File: config.mk
export PLATFORM = sky130hd
export DESIGN_NAME = pll_reset_sequencer
export DESIGN_NICKNAME = d
export VERILOG_FILES = /design/src/rtl/pll_reset_sequencer.sv
export SDC_FILE = /design/constraint.sdc
export NUM_CORES = 1
export LEC_CHECK = 0
export BUFFER_PORTS_ARGS = -buffer_cell sky130_fd_sc_hd__clkbuf_2
export CAP_MARGIN = 20
export CORE_MARGIN = 4
export CORE_UTILIZATION = 30
export CTS_CLUSTER_SIZE = 10
export DETAILED_ROUTE_END_ITERATION = 16
export SYNTH_ARGS = -nofsm -noshare
export SYNTH_HDL_FRONTEND = slang
export SYNTH_SLANG_ARGS = --single-unit
File: constraint.sdc
create_clock -name clk -period 3.7 [get_ports clk]
set_input_delay 0.185 -clock clk [delete_from_list [all_inputs] [get_ports clk]]
set_output_delay 0.185 -clock clk [all_outputs]
set_load 0.01 [all_outputs]
File: src/rtl/pll_reset_sequencer.sv
// Turns the asynchronous PLL lock flag into a filtered, stretched reset and ready
// flag for the local clock domain, and counts lock losses seen while running.
module pll_reset_sequencer #(
  parameter int LOCK_FILTER = 16,
  parameter int HOLD_CYCLES = 1024,
  parameter int LOSS_CNT_W  = 8
) (
  input  logic                  clk,
  input  logic                  reset,
  input  logic                  locked_i,
  input  logic                  clear_i,
  output logic                  rst_o,
  output logic                  ready_o,
  output logic [LOSS_CNT_W-1:0] loss_count_o,
  output logic                  loss_sticky_o
);

  localparam int MAX_CYC = (LOCK_FILTER > HOLD_CYCLES) ? LOCK_FILTER : HOLD_CYCLES;
  localparam int CNT_W   = $clog2(MAX_CYC) + 1;

  localparam logic [CNT_W-1:0]      FILTER_LAST = CNT_W'(LOCK_FILTER - 1);
  localparam logic [CNT_W-1:0]      HOLD_LAST   = CNT_W'(HOLD_CYCLES - 1);
  localparam logic [LOSS_CNT_W-1:0] LOSS_MAX    = '1;

  typedef enum logic [1:0] {
    WAIT_LOCK = 2'd0,
    FILTER    = 2'd1,
    HOLD      = 2'd2,
    RUN       = 2'd3
  } state_e;

  state_e                  state_q;
  logic [CNT_W-1:0]        cnt_q;
  logic                    sync1_q;
  logic                    sync2_q;
  logic                    rst_q;
  logic                    ready_q;
  logic [LOSS_CNT_W-1:0]   loss_cnt_q;
  logic                    sticky_q;

  logic                    lock_s;
  logic                    run_loss;

  assign lock_s   = sync2_q;
  assign run_loss = (state_q == RUN) && !lock_s;

  // Two-flop synchroniser; locked_i has no relation to clk.
  always_ff @(posedge clk) begin
    if (reset) begin
      sync1_q <= 1'b0;
      sync2_q <= 1'b0;
    end else begin
      sync1_q <= locked_i;
      sync2_q <= sync1_q;
    end
  end

  // Sequencer. rst_q/ready_q are decoded from the state being entered so they
  // move on the same edge as the state itself.
  always_ff @(posedge clk) begin
    if (reset) begin
      state_q <= WAIT_LOCK;
      cnt_q   <= '0;
      rst_q   <= 1'b1;
      ready_q <= 1'b0;
    end else begin
      rst_q   <= 1'b1;
      ready_q <= 1'b0;
      case (state_q)
        WAIT_LOCK: begin
          if (lock_s) begin
            state_q <= FILTER;
            cnt_q   <= '0;
          end
        end
        FILTER: begin
          if (!lock_s) begin
            state_q <= WAIT_LOCK;
            cnt_q   <= '0;
          end else if (cnt_q == FILTER_LAST) begin
            state_q <= HOLD;
            cnt_q   <= '0;
          end else begin
            cnt_q <= cnt_q + CNT_W'(1);
          end
        end
        HOLD: begin
          if (!lock_s) begin
            state_q <= WAIT_LOCK;
            cnt_q   <= '0;
          end else if (cnt_q == HOLD_LAST) begin
            state_q <= RUN;
            cnt_q   <= '0;
            rst_q   <= 1'b0;
            ready_q <= 1'b1;
          end else begin
            cnt_q <= cnt_q + CNT_W'(1);
          end
        end
        RUN: begin
          if (!lock_s) begin
            state_q <= WAIT_LOCK;
            cnt_q   <= '0;
          end else begin
            rst_q   <= 1'b0;
            ready_q <= 1'b1;
          end
        end
        default: begin
          state_q <= WAIT_LOCK;
          cnt_q   <= '0;
        end
      endcase
    end
  end

  // A loss in the same cycle as clear_i wins: the clear wipes history and this
  // loss becomes the first one recorded.
  always_ff @(posedge clk) begin
    if (reset) begin
      loss_cnt_q <= '0;
      sticky_q   <= 1'b0;
    end else if (run_loss) begin
      sticky_q <= 1'b1;
      if (clear_i) begin
        loss_cnt_q <= LOSS_CNT_W'(1);
      end else if (loss_cnt_q != LOSS_MAX) begin
        loss_cnt_q <= loss_cnt_q + LOSS_CNT_W'(1);
      end
    end else if (clear_i) begin
      loss_cnt_q <= '0;
      sticky_q   <= 1'b0;
    end
  end

  assign rst_o         = rst_q;
  assign ready_o       = ready_q;
  assign loss_count_o  = loss_cnt_q;
  assign loss_sticky_o = sticky_q;

endmodule
==> results of run 1 <==
## final timing paths
check,startpoint,to,slack (ns),cells past startpoint
hold / removal,locked_i,sync1_q,0.13,2
hold reg to reg,sync1_q,lock_s,0.44,1
setup reg to reg,cnt_q[0],cnt_q[0],1.66,6
setup / recovery,cnt_q[0],cnt_q[0],1.66,6
## state kept, by name (all words and copies together) (netlist names)
name,cells
cnt_q,11
loss_count_o,8
state_q,2
lock_s,1
loss_sticky_o,1
ready_o,1
rst_o,1
sync1_q,1
## stage by stage
step / hold WS (ns) / instance area (um2) / std cells / setup WS (ns) / power (uW)
2_1_floorplan: 0.313 / 1500 / 162 / 1.81 / 334
3_3_place_gp: 0.412 / 1570 / 236 / 1.67 / 342
3_5_place_dp: 0.420 / 1570 / 236 / 1.66 / 342
4_1_cts: 0.135 / 1610 / 239 / 1.65 / 503
5_1_grt: 0.135 / 1610 / 239 / 1.39 / 520
6_report: 0.132 / 1610 / 239 / 1.66 / 492
## synth_stat cells, drive strengths merged, types with 2 or more instances
library cell  instances  share of area [%]
and2                  5                2.1
and3                  5                2.1
clkbuf                2                1.2
nand3                 6                2.0
dfxtp                26                 35
nand2b                4                2.2
nand4                 6                2.9
nor2b                 6                2.5
a211oi                2                1.3
inv                   5                1.2
buf                   4                2.6
nand2                10                2.5
a31oi                 2               0.83
a2bb2oi               2                1.2
nor2                 15                3.9
nor4                  2               0.83
o31ai                 2                1.0
nand3b                2                1.0
xor2                  5                2.9
o21ai                 8                2.7
mux2i                 3                2.0
mux2                  3                2.5
a22o                  5                3.0
a21oi                 5                1.7
nor3                  4                1.3
ha                    7                5.8
## layout make-up
class / count / share of cell area, %
clock buffers: 3 / 2.57
inverters: 5 / 1.17
multi-input cells: 124 / 54.4
flip-flops and latches: 26 / 32.3
well taps: 67 / 5.21
repair buffers: 14 / 4.35
## kinds of logic after synthesis
group	synth area share, %
AND/OR/NAND/NOR	27.4
adder cells (fa/ha/maj)	5.83
multiplexers	4.50
XOR/XNOR	2.91
flip-flops	34.6
AO/OA/AOI/OAI	17.6
buffers and inverters	7.16
## layer usage
layer / global-route usage, % / up-vias / routed length, um
met5: 0 / - / 0
met4: 4.37 / 0 / 57
met3: 2.04 / 5 / 169
met2: 17.1 / 29 / 1300
met1: 12.3 / 565 / 1270
li1: - / 611 / -
## where the power goes
group	switching [uW]	internal (uW)	total, uW	leakage (uW)
clock network	83.3	72.9	156	0.0000216
logic	30.5	18.9	49.4	0.000404
registers	4.04	282	286	0.000210
## worst max-delay path, cell delays in order (launching register included)
cell and delay, ns:
sky130_fd_sc_hd__dfxtp_1 0.36, sky130_fd_sc_hd__ha_1 0.22, sky130_fd_sc_hd__nand4_2 0.12, sky130_fd_sc_hd__or4_4 0.56, sky130_fd_sc_hd__a22oi_2 0.29, sky130_fd_sc_hd__nor2_2 0.13
sky130_fd_sc_hd__mux2_2 0.27
==> results.txt, run 1 <==
----------------------------------------------------
[Synth]
  Post-synth ARST share ... 0%
  Syn nets ... between 150 and 200
  Most frequently used flop master after synthesis ... sky130_fd_sc_hd__dfxtp_1
  Sequential-to-total area share from yosys stat ... 34.6%
  Number of storage elements in the synthesis netlist ... 26
  Post-synthesis instance area ... 1500 um2
  Unique cell type count in the Yosys netlist ... 50
  Number of standard cells after synthesis ... 162
  Mean cell area of the mapped netlist ... between 9 and 10 um2
  Post-synth EDFFs ... 0
  Total of warnings raised by yosys ... 0

[Route]
  Vias per Instance ... roughly 5
  DRC Markers ... 0
  Wire length per cell after detailed routing ... around 12 um
  Number of search-and-repair iterations in the first detailed-routing pass ... 4
  Total Wirelength ... approximately 2800 um
  Total number of vias ... between 1,000 and 1,500
  1st-iter DRT viols ... 42
  Number of nets still failing antenna checks after routing ... 0

[STA]
  Actual slew at the worst max-slew pin ... roughly 0.55 ns
  Worst max-slew margin expressed relative to the limit ... between 60% and 70%
  Final critical delay including setup and external delays ... 2.04 ns
  Sum of negative setup slack ... 0 ns
  Max-slew violation count ... 0
  Final setup violating endpoints ... 0
  Clock Skew ... around 0.0016 ns
  Share of the clock period used by the worst path ... 55.2%
  Setup repair after global routing missed its margin ... no
  Maximum clock rate ... 490 MHz
  Count of final hold-check violations ... 0

[Clocking]
  Number of buffers created by CTS ... 3
  Clock root buffer master ... sky130_fd_sc_hd__clkbuf_8
  Number of gates resized after cts ... 0
  Clock slew at the register clock pins of the worst setup and hold paths ... about 0.08 ns
  Clock tree from TritonCTS ... done
  Insertion delay of the later-clocked pin in the worst-skew pair ... 0.26 ns
  # H-tree levels ... 1
  Post-CTS Hold Buffers ... 0
  Maximum root-to-sink buffer count ... 2
  Post-CTS Setup Bufs ... 0
  Sinks on Clock Net ... 26

[Outcome]
  Status ... finished, final reports clean

[Die]
  Overall die height ... 78.8 um
  Die Area ... 6210 um2
  Initial standard-cell utilization of the core ... 31.4%
  Horiz. Die Dim ... 78.8 um
  Standard-cell rows ... 25
  Count of boundary I/O pins ... 15
  Core Region ... between 4000 and 5000 um2

[GRT]
  Total GRT Usage ... between 10 and 15%
  Pin count of the biggest net entering global routing ... 20
  GRT overflow ... 0
  Number of antenna violations at the first check in global routing ... 0
  Global-route wire length before repair ... a little over 5000 um
  Vias in the first global route ... approximately 1,200

[Placed design]
  Final HPWL from detailed placement ... 2090 um
  Placer congestion estimate ... about 0.77
  Number of port buffers ... 14

[Worst setup path]
  Critical path arrival ... ~2.2 ns
  Endpoint required time on the critical path ... a little under 4 ns
  Nature of the critical path endpoint ... flop
  Crit path kind ... flop to flop
  Sort of element at the start of the critical path ... flop
  Crit Path Max Fanout ... 6

[Finish]
  Footprint of the flip-flops and latches ... roughly 520 um2
  Area added between synthesis and finish ... 7.08%
  Utilization after layout ... 33.6%
  Share of final-layout standard cells stronger than drive strength 1 ... a little under a fifth
  Nets@finish ... roughly 190
  Fill cell instance count of the final layout ... about 500
  Most frequent standard cell in the layout excluding fill and tap cells ... sky130_fd_sc_hd__dfxtp_1
  Most frequent cells in the layout ... sky130_fd_sc_hd__dfxtp_1 (26), sky130_fd_sc_hd__nor2_1 (14), sky130_fd_sc_hd__clkbuf_2 (14), sky130_fd_sc_hd__nand2_1 (10), sky130_fd_sc_hd__o21ai_0 (8)
  Multi-input combinational cell area ... 875 um2
  Final antenna diode count ... 0

[Power and ir drop]
  Pwr/cell area ... about 310 nW/um2
  Worst supply voltage drop on vdd ... about 0.11 mV
  Static leakage ... between 0.0006 and 0.0007 uW

[Run]
  # Max-Cap Violations ... 0

[Min path]
  Worst min-delay path class ... primary input to flop

----------------------------------------------------
(Power assumes the default switching activity.)
==> inputs of run 2 (changes only) <==
--- a/config.mk
+++ b/config.mk
@@ -5,6 +5,7 @@
 export SDC_FILE = /design/constraint.sdc
 export NUM_CORES = 1
 export LEC_CHECK = 0
+export ABC_AREA = 1
 export BUFFER_PORTS_ARGS = -buffer_cell sky130_fd_sc_hd__clkbuf_2
 export CAP_MARGIN = 20
 export CORE_MARGIN = 4
==> constraint.sdc (replaced) <==
create_clock -name clk -period 2 [get_ports clk]
set_input_delay 0.1 -clock clk [delete_from_list [all_inputs] [get_ports clk]]
set_output_delay 0.1 -clock clk [all_outputs]
set_load 0.01 [all_outputs]
==> run 2 against run 1 <==
Register-to-register slack got worse by 1.2 ns. Global-route usage is 0.55 points higher. Core utilization increased by 1.3 points. Die area down 3.3%. Routed wire length increased by 4.5%. Final area is 1.9% higher. Critical endpoint is now cnt_q[6]. Critical path depth is 3 higher. Largest cell class unchanged. Fmax rose by 28%. Critical path type unchanged. Sequential cell count is the same. First-iteration DRC count increased by 45%. Via count rose by 6.0%. Area after synthesis decreased by 3.7%.
==> results.txt, run 2 <==
----------------------------------------------------
[Power and ir drop]
  Combinational Power Share ... around 29%
  Pwr/cell area ... 856 nW/um2
  Relative contribution of the clock network to total power ... 31.2%
  Worst supply voltage drop on vdd ... about 0.32 mV
  Net Switching ... ~460 uW
  Seq pwr share ... about 40%
  Cell internal power dissipation ... approximately 940 uW
  Sw frac ... between 30% and 40%
  Static leakage ... around 0.00070 uW

[Synth]
  Number of standard cells after synthesis ... about 210
  Most frequently used cell type in the post-synthesis netlist ... sky130_fd_sc_hd__nand2_1
  Mean cell area of the mapped netlist ... between 7 and 8 um2
  Unique cell type count in the Yosys netlist ... 30
  Portion of synthesized cell area occupied by the leading cell type ... a little over a third
  Area leader, netlist ... sky130_fd_sc_hd__dfxtp_1
  Most frequently used flop master after synthesis ... sky130_fd_sc_hd__dfxtp_1
  Sequential-to-total area share from yosys stat ... roughly 36%
  Top post-synthesis cells by count ... sky130_fd_sc_hd__nand2_1 (52), sky130_fd_sc_hd__dfxtp_1 (26), sky130_fd_sc_hd__inv_1 (25), sky130_fd_sc_hd__nor2_1 (25), sky130_fd_sc_hd__a21oi_1 (12)
  Post-synth ARST share ... 0%
  Post-synth EDFFs ... 0
  Post-synthesis instance area ... ~1400 um2
  Number of storage elements in the synthesis netlist ... 26
  Biggest area contributors in the synthesized netlist ... sky130_fd_sc_hd__dfxtp_1 (36%), sky130_fd_sc_hd__nand2_1 (13%), sky130_fd_sc_hd__inv_1 (6.5%), sky130_fd_sc_hd__nor2_1 (6.5%), sky130_fd_sc_hd__ha_1 (6.1%)
  Syn nets ... around 220
  Total of warnings raised by yosys ... 0

[Placed design]
  Number of port buffers ... 14
  Placed standard-cell area ... around 1600 um2
  Pre-CTS setup slack ... about 0.43 ns
  Placed cell count ... 271
  Final HPWL from detailed placement ... roughly 2300 um
  Placer congestion estimate ... 0.799

[Worst setup path]
  Count of cells along the worst register-to-register path ... 9
  Crit path kind ... flop to flop
  Sort of element at the start of the critical path ... flop
  Endpoint required time on the critical path ... ~2.2 ns
  Critical path arrival ... between 1.5 and 2 ns
  Crit Path Max Fanout ... 12
  Nature of the critical path endpoint ... flop

[Route]
  Vias per Instance ... between 4 and 5
  1st-iter DRT viols ... 61
  Total number of vias ... ~1,300
  Total Wirelength ... 2930 um
  Number of nets still failing antenna checks after routing ... 0
  Wire length per cell after detailed routing ... ~11 um
  Number of search-and-repair iterations in the first detailed-routing pass ... 4
  DRC Markers ... 0

[STA]
  Slack of the critical path ... roughly 0.41 ns
  Final critical delay including setup and external delays ... around 1.6 ns
  Max-slew violation count ... 0
  Final setup violating endpoints ... 0
  Worst max-slew margin expressed relative to the limit ... 77.2%
  Actual slew at the worst max-slew pin ... roughly 0.34 ns
  Sum of negative setup slack ... 0 ns
  Maximum clock rate ... between 600 and 700 MHz
  Share of the clock period used by the worst path ... 79.6%
  Clock Skew ... 0.00557 ns
  Count of final hold-check violations ... 0
  Setup repair after global routing missed its margin ... no

[Die]
  Die Area ... 6000 um2
  Core Region ... around 4700 um2
  Standard-cell rows ... 25
  Horiz. Die Dim ... ~77 um
  Overall die height ... around 77 um
  Count of boundary I/O pins ... 15
  Initial standard-cell utilization of the core ... between 30% and 40%

[Finish]
  Share of final-layout standard cells stronger than drive strength 1 ... 17.6%
  Most frequent cells in the layout ... sky130_fd_sc_hd__nand2_1 (52), sky130_fd_sc_hd__dfxtp_1 (26), sky130_fd_sc_hd__inv_1 (25), sky130_fd_sc_hd__nor2_1 (25), sky130_fd_sc_hd__clkbuf_2 (14)
  Area added between synthesis and finish ... 13.3%
  Most frequent standard cell in the layout excluding fill and tap cells ... sky130_fd_sc_hd__nand2_1
  Filler-free cell count of the finished design ... between 200 and 300
  Number of flip-flops in the largest register ... 11
  Final antenna diode count ... 0
  Nets@finish ... between 200 and 250
  Register with the most flip-flops ... cnt_q
  Finished Cell Area ... about 1600 um2

[GRT]
  Total GRT Usage ... 10.7%
  Vias in the first global route ... between 1,000 and 1,500
  Number of antenna violations at the first check in global routing ... 0
  Global-route wire length before repair ... approximately 5400 um
  GRT overflow ... 0
  Pin count of the biggest net entering global routing ... 16

[Clocking]
  Sinks on Clock Net ... 26
  # H-tree levels ... 1
  Post-CTS Setup Bufs ... 0
  Maximum root-to-sink buffer count ... 2
  Number of buffers created by CTS ... 3
  Clock root buffer master ... sky130_fd_sc_hd__clkbuf_8
  Clock slew at the register clock pins of the worst setup and hold paths ... roughly 0.09 ns
  Clock tree from TritonCTS ... done
  Insertion delay of the later-clocked pin in the worst-skew pair ... around 0.27 ns
  Post-CTS Hold Buffers ... 0
  Number of gates resized after cts ... 0

[Min path]
  Cell depth of the worst hold path ... 3
  Worst min-delay path class ... primary input to flop

[Outcome]
  Status ... finished, final reports clean

[Run]
  # Max-Cap Violations ... 0

----------------------------------------------------
==> run 2: changes by cell type after synthesis, sizes merged, moves of 6 or more <==
cell	delta
a21oi	+7
inv	+24
nand2	+50
nand3	+7
nor2	+12
nor2b	-6
==> run 2: area by class of cell <==
class                           count  area (um2)
Fill cell                         505        3050
Clock buffer                        3        41.3
Inverter                           30         113
Timing Repair Buffer               14        70.1
Sequential cell                    26         520
Tap cell                           54        67.6
Multi-Input combinational cell    147         798
Clock inverter                      1        30.0
==> run 2: power groups by stage <==
stage | clock network (uW) | logic, uW | registers, uW
finish | 437 | 404 | 563
global route | 471 | 479 | 568
CTS | 452 | 409 | 563
detailed placement | 0 | 407 | 575
global placement | 0 | 404 | 575
floorplan | 0 | 350 | 572
==> run 2: metal layers <==
metal  vias to the layer above  routed length (um)  global-route usage (%)
li1                        681                   -                       -
met1                       576                1420                    13.8
met2                        23                1370                    18.0
met3                         2                 123                    3.13
met4                         0                  12                    1.07
met5                         -                   0                       0
==> run 2: worst max-delay path, cell delays in order, from the launching register on <==
cell and delay (ns):
sky130_fd_sc_hd__dfxtp_1 0.37, sky130_fd_sc_hd__inv_1 0.10, sky130_fd_sc_hd__ha_1 0.22, sky130_fd_sc_hd__nand2_2 0.09
sky130_fd_sc_hd__nand2_4 0.08, sky130_fd_sc_hd__inv_2 0.19, sky130_fd_sc_hd__nand2_1 0.13, sky130_fd_sc_hd__o21ai_1 0.15
sky130_fd_sc_hd__nand3_1 0.08, sky130_fd_sc_hd__a21oi_1 0.12
==> run 2: final timing paths <==
path	start	end	slack, ns
worst max-delay path	state_q[0]	cnt_q[6]	0.41
worst min-delay path	locked_i	sync1_q	0.007
worst max register to register	state_q[0]	cnt_q[6]	0.41
worst min register to register	sync1_q	lock_s	0.41
==> run 2: cell families (layout without fill, tap and decap cells) <==
logic type | count (synthesis) | count (layout) | share of synthesized area, %
and+or+nand+nor | 111 | 111 | 36.4
buffers and inverters | 32 | 48 | 8.90
AOI/OAI and AO/OA | 26 | 26 | 10.9
DFF | 26 | 26 | 36.0
adders and majority gates | 7 | 7 | 6.05
xor gates and xnor gates | 3 | 3 | 1.82
==> run 2: per-stage QoR <==
step	util [%]	hold slack [ns]	power [uW]
CTS	35.0	0.00490	1420
detailed placement	33.4	0.304	982
global placement	33.4	0.302	979
global route	35.0	0.0164	1520
floorplan	-	0.207	922
finish	35.0	0.00682	1400
==> inputs of run 3 (changes only) <==
--- a/config.mk
+++ b/config.mk
@@ -5,7 +5,7 @@
 export SDC_FILE = /design/constraint.sdc
 export NUM_CORES = 1
 export LEC_CHECK = 0
-export ABC_AREA = 1
+export ABC_AREA = 0
 export BUFFER_PORTS_ARGS = -buffer_cell sky130_fd_sc_hd__clkbuf_2
 export CAP_MARGIN = 20
 export CORE_MARGIN = 4
==> constraint.sdc (replaced) <==
create_clock -name clk -period 1.6 [get_ports clk]
set_input_delay 0.08 -clock clk [delete_from_list [all_inputs] [get_ports clk]]
set_output_delay 0.08 -clock clk [all_outputs]
set_load 0.01 [all_outputs]
==> run 3 against run 2 <==
The flow now finishes with violations (setup timing). Global-route usage up 1.0 points. Count of clock-buffer cells in the layout unchanged. Clock power up 31%. Final area up 31%. Largest power group unchanged. Routed wire length up 19%. Sequential power up 17%. Worst setup slack worse by 0.66 ns.
==> results.txt, run 3 (synthesized netlist as in run 1, its figures left out) <==
----------------------------------------------------
[Power and ir drop]
  Static leakage ... just over 0.0009 uW
  Seq pwr share ... between 40% and 50%
  Relative contribution of the clock network to total power ... 40.0%
  Worst supply voltage drop on vdd ... about 0.36 mV
  Combinational Power Share ... ~14%
  Cell internal power dissipation ... 1090 uW
  Sw frac ... 23.9%
  Pwr/cell area ... 663 nW/um2
  Net Switching ... around 340 uW

[Finish]
  Filler-free cell count of the finished design ... 290
  Fill cell instance count of the final layout ... 474
  Number of flip-flops in the largest register ... 11
  Share of final-layout standard cells stronger than drive strength 1 ... 46.2%
  Final antenna diode count ... 0
  Register with the most flip-flops ... cnt_q
  Multi-input combinational cell area ... between 900 and 1000 um2
  Finished Cell Area ... 2150 um2
  Most frequent standard cell in the layout excluding fill and tap cells ... sky130_fd_sc_hd__buf_4
  Footprint of the flip-flops and latches ... around 530 um2
  Nets@finish ... 235
  Area added between synthesis and finish ... 43.2%
  Most frequent cells in the layout ... sky130_fd_sc_hd__buf_4 (48), sky130_fd_sc_hd__dfxtp_1 (22), sky130_fd_sc_hd__nor2_1 (14), sky130_fd_sc_hd__clkbuf_2 (14), sky130_fd_sc_hd__nand2_1 (10)

[Placed design]
  Final HPWL from detailed placement ... 2620 um
  Placed standard-cell area ... between 1500 and 2000 um2
  Number of port buffers ... 14
  Placer congestion estimate ... approximately 0.80
  Placed cell count ... approximately 280

[Clocking]
  Post-CTS Hold Buffers ... 0
  Insertion delay of the later-clocked pin in the worst-skew pair ... about 0.28 ns
  Clock tree from TritonCTS ... done
  # H-tree levels ... 1
  Clock slew at the register clock pins of the worst setup and hold paths ... 0.10 ns
  Clock root buffer master ... sky130_fd_sc_hd__clkbuf_8
  Sinks on Clock Net ... 26
  Maximum root-to-sink buffer count ... 2
  Number of buffers created by CTS ... 3

[STA]
  Max-slew violation count ... 0
  Final setup violating endpoints ... 12
  Maximum clock rate ... roughly 540 MHz
  Setup repair after global routing missed its margin ... yes
  Share of the clock period used by the worst path ... 116%
  Final critical delay including setup and external delays ... around 1.9 ns
  Slack of the critical path ... -0.254 ns
  Count of final hold-check violations ... 0
  Worst max-slew margin expressed relative to the limit ... between 70 and 80%
  Actual slew at the worst max-slew pin ... between 0.3 and 0.4 ns
  Clock Skew ... between 0.007 and 0.008 ns

[Die]
  Standard-cell rows ... 25
  Count of boundary I/O pins ... 15
  Core Region ... about 4800 um2
  Initial standard-cell utilization of the core ... 31.4%
  Overall die height ... about 79 um
  Die Area ... 6210 um2
  Horiz. Die Dim ... 78.8 um

[GRT]
  Global-route wire length before repair ... 5910 um
  Total GRT Usage ... a little under an eighth
  GRT overflow ... 0
  Pin count of the biggest net entering global routing ... 19
  Number of antenna violations at the first check in global routing ... 0
  Vias in the first global route ... roughly 1,300

[Min path]
  Worst min-delay path class ... primary input to flop

[Outcome]
  Status ... finished, violations left
  Failing checks ... setup timing

[Route]
  Number of nets still failing antenna checks after routing ... 0
  Wire length per cell after detailed routing ... 12.0 um
  Total number of vias ... around 1,400
  Vias per Instance ... roughly 4.7
  1st-iter DRT viols ... 57
  Total Wirelength ... between 3000 and 4000 um
  Number of search-and-repair iterations in the first detailed-routing pass ... 4
  DRC Markers ... 0

[Worst setup path]
  Crit Path Max Fanout ... 4
  Crit path kind ... flop to flop
  Endpoint required time on the critical path ... between 1.5 and 2 ns
  Critical path arrival ... about 2.1 ns
  Sort of element at the start of the critical path ... flop
  Nature of the critical path endpoint ... flop

[Run]
  # Max-Cap Violations ... 0

----------------------------------------------------
-- run 3: timing repair --
item | CTS | global route
gates resized for setup | 14 | 14
pin swaps | 10 | 8
setup endpoints to repair | 15 | 21
setup buffers | 3 | 2
hold endpoints to repair | 0 | 0
-- run 3: layer usage --
| layer | vias to the layer above | global-route usage, % | wire [um] | share of wire (%) |
|---|---|---|---|---|
| met5 | - | 0 | 0 | 0 |
| met4 | 0 | 3.67 | 48 | 1.4 |
| met3 | 5 | 1.59 | 78 | 2.2 |
| met2 | 18 | 18.4 | 1550 | 45 |
| met1 | 638 | 16.4 | 1800 | 52 |
| li1 | 711 | - | - | - |
-- run 3: power groups by stage --
| stage | Clock (uW) | Combinational, uW | Sequential, uW |
|---|---|---|---|
| floorplan | 0 | 106 | 673 |
| global placement | 0 | 180 | 673 |
| detailed placement | 0 | 182 | 673 |
| CTS | 577 | 189 | 658 |
| global route | 606 | 217 | 660 |
| finish | 572 | 197 | 659 |
-- run 3: area by class of cell --
| cell class | instances | share of cell area [%] |
|---|---|---|
| inverter | 5 | 0.872 |
| clock inverter | 1 | 1.40 |
| sequential | 26 | 24.4 |
| timing repair buffer | 64 | 21.0 |
| multi-input combinational | 124 | 46.5 |
| tap | 67 | 3.90 |
| clock buffer | 3 | 1.92 |
-- run 3: path summary, 6_finish.rpt --
kind                            cells past startpoint  slack, ns         end      from
worst min-delay path                                2      0.003     sync1_q  locked_i
worst max register to register                      7      -0.25  state_q[0]  cnt_q[1]
worst max-delay path                                7      -0.25  state_q[0]  cnt_q[1]
worst min register to register                      1       0.45      lock_s   sync1_q
-- run 3: critical path: stages (launching register included) --
cell and delay, ns:
sky130_fd_sc_hd__dfxtp_2 0.36, sky130_fd_sc_hd__ha_4 0.15, sky130_fd_sc_hd__nand4_4 0.08, sky130_fd_sc_hd__or4_4 0.50, sky130_fd_sc_hd__buf_6 0.13, sky130_fd_sc_hd__a311oi_4 0.27
sky130_fd_sc_hd__nor2_1 0.10, sky130_fd_sc_hd__a211oi_2 0.19
-- run 3: through the flow --
stage	util (%)	setup TNS, ns	hold WS, ns	setup slack, ns	power, uW
2_1_floorplan	-	-0.860	0.208	-0.170	779
3_3_place_gp	40.6	-1.76	0.316	-0.209	853
3_5_place_dp	40.6	-1.98	0.308	-0.236	855
4_1_cts	43.4	-2.06	0.0112	-0.232	1420
5_1_grt	45.0	-3.22	0.0117	-0.356	1480
6_report	45.0	-2.06	0.00303	-0.254	1430
